## src/rtl/mul_pkg.sv

```systemverilog
// Shared types and constants for the sequential radix-4 Booth multiplier.
package mul_pkg;

  localparam int WIDTH_DEF = 32;
  localparam int STEPS     = WIDTH_DEF / 2;
  localparam int STEP_W    = $clog2(STEPS);

  typedef enum logic [1:0] {
    IDLE = 2'd0,
    RUN  = 2'd1,
    DONE = 2'd2
  } mul_state_t;

endpackage

```

## src/rtl/booth_r4_sel.sv

```systemverilog
// Radix-4 Booth partial-product selector: maps a 3-bit multiplier window to
// digit*a in {-2a,-a,0,+a,+2a}, sign-extended to WIDTH+2 bits.
module booth_r4_sel
  import mul_pkg::*;
#(
  parameter int WIDTH = WIDTH_DEF
) (
  input  logic [2:0]       sel,
  input  logic [WIDTH-1:0] a,
  output logic [WIDTH+1:0] pp
);

  logic [WIDTH+1:0] a_ext;
  logic [WIDTH+1:0] a_x2;

  assign a_ext = {{2{a[WIDTH-1]}}, a};
  assign a_x2  = {a[WIDTH-1], a, 1'b0};

  always_comb begin
    pp = '0;
    unique case (sel)
      3'b001, 3'b010: pp = a_ext;
      3'b011:         pp = a_x2;
      3'b100:         pp = -a_x2;
      3'b101, 3'b110: pp = -a_ext;
      default:        pp = '0;
    endcase
  end

endmodule

```

## src/rtl/alu_mul_seq.sv

```systemverilog
// Iterative signed WIDTH x WIDTH multiplier, two multiplier bits per cycle.
// Optional early exit once the remaining Booth digits are all zero: ALU_MUL_SEQ_EARLY_EXIT_EN.
//
//   state | meaning
//   IDLE  | waiting for start
//   RUN   | one Booth step per cycle, busy=1
//   DONE  | result on hi/lo, one-cycle done pulse; start here begins a new op
module alu_mul_seq
  import mul_pkg::*;
#(
  parameter int WIDTH = WIDTH_DEF
) (
  input  logic             clock,
  input  logic             clear_n,
  input  logic             start,
  input  logic [WIDTH-1:0] a,
  input  logic [WIDTH-1:0] b,
  output logic             busy,
  output logic             done,
  output logic [WIDTH-1:0] hi,
  output logic [WIDTH-1:0] lo
);

  localparam int ACC_W = 2 * WIDTH + 2;
  localparam int IDX_W = $clog2(WIDTH + 1);

  mul_state_t state_q, state_d;

  logic [WIDTH-1:0]        a_q;
  logic [WIDTH-1:0]        b_q;
  logic [STEP_W-1:0]       step_q;
  logic signed [ACC_W-1:0] acc_q;

  logic                    accept;
  logic                    advance;
  logic                    finish;
  logic                    last_step;
  logic                    early_ok;

  logic [WIDTH:0]          b_ext;
  logic [IDX_W-1:0]        sel_idx;
  logic [WIDTH+1:0]        pp;
  logic signed [ACC_W-1:0] acc_sum;
  logic signed [ACC_W-1:0] acc_shift;
  logic signed [ACC_W-1:0] acc_final;

  // b[-1] = 0 is supplied by the appended zero; step i reads b_ext[2i+2:2i]
  assign b_ext   = {b_q, 1'b0};
  assign sel_idx = IDX_W'({step_q, 1'b0});

  booth_r4_sel #(.WIDTH(WIDTH)) u_sel (
    .sel (b_ext[sel_idx +: 3]),
    .a   (a_q),
    .pp  (pp)
  );

  // partial product lands at bit WIDTH; 2*STEPS right shifts bring step 0 down to bit 0
  assign acc_sum   = acc_q + $signed({pp, {WIDTH{1'b0}}});
  assign acc_shift = acc_sum >>> 2;
  assign last_step = (step_q == STEP_W'(STEPS - 1));

`ifdef ALU_MUL_SEQ_EARLY_EXIT_EN
  logic signed [WIDTH-1:0] b_tail;
  logic [STEP_W:0]         rem_sh;

  // remaining digits are all zero when b above the next window's low bit is pure sign
  assign b_tail    = $signed(b_q) >>> {step_q, 1'b1};
  assign early_ok  = (b_tail == '0) || (b_tail == '1);
  assign rem_sh    = {STEP_W'(STEPS - 1) - step_q, 1'b0};
  assign acc_final = acc_shift >>> rem_sh;
`else
  assign early_ok  = 1'b0;
  assign acc_final = acc_shift;
`endif

  always_ff @(posedge clock or negedge clear_n) begin
    if (!clear_n) begin
      state_q <= IDLE;
    end else begin
      state_q <= state_d;
    end
  end

  always_comb begin
    state_d = state_q;
    accept  = 1'b0;
    advance = 1'b0;
    finish  = 1'b0;
    unique case (state_q)
      IDLE: begin
        if (start) begin
          accept  = 1'b1;
          state_d = RUN;
        end
      end
      RUN: begin
        advance = 1'b1;
        if (last_step || early_ok) begin
          finish  = 1'b1;
          state_d = DONE;
        end
      end
      DONE: begin
        if (start) begin
          accept  = 1'b1;
          state_d = RUN;
        end else begin
          state_d = IDLE;
        end
      end
      default: state_d = IDLE;
    endcase
  end

  always_ff @(posedge clock or negedge clear_n) begin
    if (!clear_n) begin
      a_q    <= '0;
      b_q    <= '0;
      step_q <= '0;
      acc_q  <= '0;
      hi     <= '0;
      lo     <= '0;
    end else if (accept) begin
      a_q    <= a;
      b_q    <= b;
      step_q <= '0;
      acc_q  <= '0;
    end else if (advance) begin
      step_q <= step_q + 1'b1;
      if (finish) begin
        acc_q <= acc_final;
        hi    <= acc_final[2*WIDTH-1:WIDTH];
        lo    <= acc_final[WIDTH-1:0];
      end else begin
        acc_q <= acc_shift;
      end
    end
  end

  assign busy = (state_q == RUN);
  assign done = (state_q == DONE);

endmodule

```

## config.mk

```make
export PLATFORM = sky130hd
export DESIGN_NAME = alu_mul_seq
export DESIGN_NICKNAME = d
export VERILOG_FILES = /design/src/rtl/mul_pkg.sv /design/src/rtl/booth_r4_sel.sv /design/src/rtl/alu_mul_seq.sv
export SDC_FILE = /design/constraint.sdc
export NUM_CORES = 1
export LEC_CHECK = 0
export CORE_UTILIZATION = 61
export CTS_CLUSTER_SIZE = 40
export DETAILED_ROUTE_END_ITERATION = 6
export GPL_TIMING_DRIVEN = 0
export HOLD_SLACK_MARGIN = 0.06
export PLACE_DENSITY = 0.86
export SLEW_MARGIN = 25
export SYNTH_ARGS = -nofsm -noshare
export SYNTH_HDL_FRONTEND = slang
export SYNTH_SLANG_ARGS = --single-unit
```

## constraint.sdc

```tcl
create_clock -name clock -period 10.56 [get_ports clock]
set_input_delay 2.112 -clock clock [delete_from_list [all_inputs] [get_ports clock]]
set_output_delay 2.112 -clock clock [all_outputs]
set_load 0.005 [all_outputs]
```

==> out/qor.csv <==
metric;value;unit
status;finished clean;
CP top delay family;compound AO/OA/AOI/OAI gates;
DIE AREA;19000;sq um
postcts setup bufs;0;
most frequent CP cell;clkbuf_1;
P&R area growth vs syn;20.4;%
GRT overflow;0;
most frequent cells in the layout;219 x nand2_1, 196 x dfrtp_1, 131 x clkdlybuf4s50_1;
Avg Cell Area, Syn;9.78;sq um
area of the multi-input gates;5920;sq um
Cell Chain, Critical Path;clkbuf_1 -> mux4_2 -> mux2_2 -> and2_1 -> buf_6 -> or2_2 -> clkbuf_1 -> nor2_1 -> ha_1 -> inv_1 -> fa_1 -> nor2b_1 -> o21a_1 -> o21ai_1 -> a211oi_1 -> a211o_1 -> clkbuf_1 -> a22oi_1 -> a311oi_1 -> mux2i_1 -> nand3_1;
synth unique cells;70;
CTS tree;built;
Cells after Synth;1152;
fin nets;1408;
first-pass GRT wire length;45800;microns
clk_lat worst skew;0.44;ns
cell area after synthesis;11300;sq um
routed wire length;28500;microns
Hold Buf Count CTS;0;
DR vias/cell;6.17;
Die X;138;microns
Die H;138;microns
# Max-Cap Violations;0;
WS Path Type;reg -> reg;
placed cell count;1515;
Initial DRC Count;909;
post-CTS sizing;0;
root buf cell;clkbuf_16;
Total GRT Usage;31.5;%
yosys warns;0;
number of global-route vias before repair;8915;
DRC;0;
Worst-Margin Slew;0.773;ns
share of cells above drive strength 1;11.9;%
most common cell after layout, fill and taps aside;nand2_1;
final-report hold violation count;0;
CP max stage cell;mux4_2;
ANT cells;0;
clock skew;0.0149;ns
crit path DAT;6.31;ns
post-synthesis sequential area ratio;43.6;%
Main synth FF type;dfrtp_1;
asr flop ratio synth;100;%
clock tree sinks;196;
non-filler instance count after layout;1547;
DP HPWL;20800;microns
Mapped Nets;1255;
Starting Density;62.5;%
Reg clk slew, reported paths;0.08;ns
Setup crit start kind;flip-flop;
I/O pins;133;
EDFF count, synth;0;
Worst EP required;10.88;ns
RSZ-0062 raised after global routing;no;
buffers added on ports;132;
post-route ant nets;0;
Slew HR;47.8;%
Max Freq;0.167;GHz
H-tree levels;4;
Max Slew Vio Count;0;
clock tree buffer depth;2;
fillers;1250;
Hold Path Class;reg -> reg;
total CTS buffers;17;
Final setup viols;0;
initial antenna violation count;0;
wire length per cell;18.5;microns
Final Critical Period;6.00;ns
#FFs+latches synth;196;
worst-path fanout max;9;
via count;9541;
first drt pass iteration count;6;
Placer Congestion;0.946;
row count;49;
Register Area;4900;sq um
kind of end point of the critical path;flip-flop;
Core ar.;18000;sq um
fin crit share;56.8;%
Largest stage delay, worst path;0.58;ns
WP buf/inv;5;
largest net degree at the start of global routing;98;
==> final cells by class <==
type                       count  share of cell area [%]
sequential                   196                    36.2
clock inverter                15                    1.49
clock buffer                  17                    3.14
multi-input combinational    858                    43.7
timing repair buffer         134                    10.2
buffer                        75                    2.60
inverter                      23                   0.637
tap                          229                    2.11
==> routing by layer <==
metal  GRT usage [%]  up-vias  part of all wire [%]
met1            43.1     4612                    43
met5               0        -                     0
li1                -     4436                     -
met2            50.8      430                    48
met4            11.1        0                   2.3
met3            5.15       63                   6.9
==> metrics by stage <==
step	util, %	hold WS, ns	setup TNS, ns	worst slack (ns)	cell area [sq um]
after floorplan	-	0.440	0	5.64	11300
after global placement	71.4	0.457	-97.32	-0.523	12900
after detailed placement	71.7	0.461	0	4.86	12900
after CTS	75.2	0.480	0	4.73	13600
after global routing	75.2	0.499	0	4.36	13600
final	75.2	0.475	0	4.56	13600
==> worst reg2reg max path: cells and delay by family (launching register included) <==
family | cells | cell delay (ns)
simple gates | 5 | 0.91
buf+inv | 5 | 1.19
flops | 1 | 0.34
mux | 3 | 1.19
compound gates | 6 | 1.62
fa+ha+maj | 2 | 0.62
==> synth_stat cells, types with 14 or more instances <==
cell type / instances / area share, %
a21o_1: 16 / 1.1
a21oi_1: 54 / 2.4
a22o_1: 52 / 4.0
clkbuf_1: 53 / 1.8
dfrtp_1: 196 / 44
ha_1: 35 / 3.9
inv_1: 23 / 0.77
mux2_2: 73 / 7.3
nand2_1: 219 / 7.3
nand2b_1: 19 / 1.1
nand3_1: 16 / 0.71
nor2_1: 45 / 1.5
nor3_1: 15 / 0.67
nor3b_1: 14 / 0.93
o21ai_0: 58 / 2.6
or3_1: 17 / 0.94
xnor2_1: 31 / 2.4
xor2_1: 26 / 2.0
==> final timing paths <==
check / from / end / slack (ns) / cells past startpoint
worst max-delay path: step_q[2] / hi[30] / 4.56 / 21
max in group asynchronous: clear_n / a_q[0] / 8.19 / 2
worst min-delay path: lo[10] / lo[10] / 0.47 / 2
worst min register to register: lo[10] / lo[10] / 0.47 / 2
min in group asynchronous: clear_n / acc_q[52] / 1.56 / 1
worst max register to register: step_q[2] / hi[30] / 4.56 / 21
==> flip-flops by register name (all words and copies together) (netlist names) <==
| register | count |
|---|---|
| state_q | 2 |
| lo | 32 |
| acc_q | 62 |
| a_q | 32 |
| b_q | 32 |
| step_q | 4 |
| hi | 32 |
==> kinds of logic (layout without fill, tap and decap cells) <==
| logic type | after synthesis | count (layout) | share of synthesized area (%) |
|---|---|---|---|
| and+or+nand+nor | 405 | 405 | 17.1 |
| AOI/OAI and AO/OA | 262 | 262 | 16.1 |
| DFF | 196 | 196 | 43.6 |
| buffers and inverters | 98 | 264 | 3.90 |
| muxes | 97 | 97 | 10.8 |
| xor gates and xnor gates | 58 | 58 | 4.58 |
| adders and majority gates | 36 | 36 | 4.07 |
Power is not shown: default switching activity piles up to over one toggle a cycle in this logic, so the estimate is an artifact.
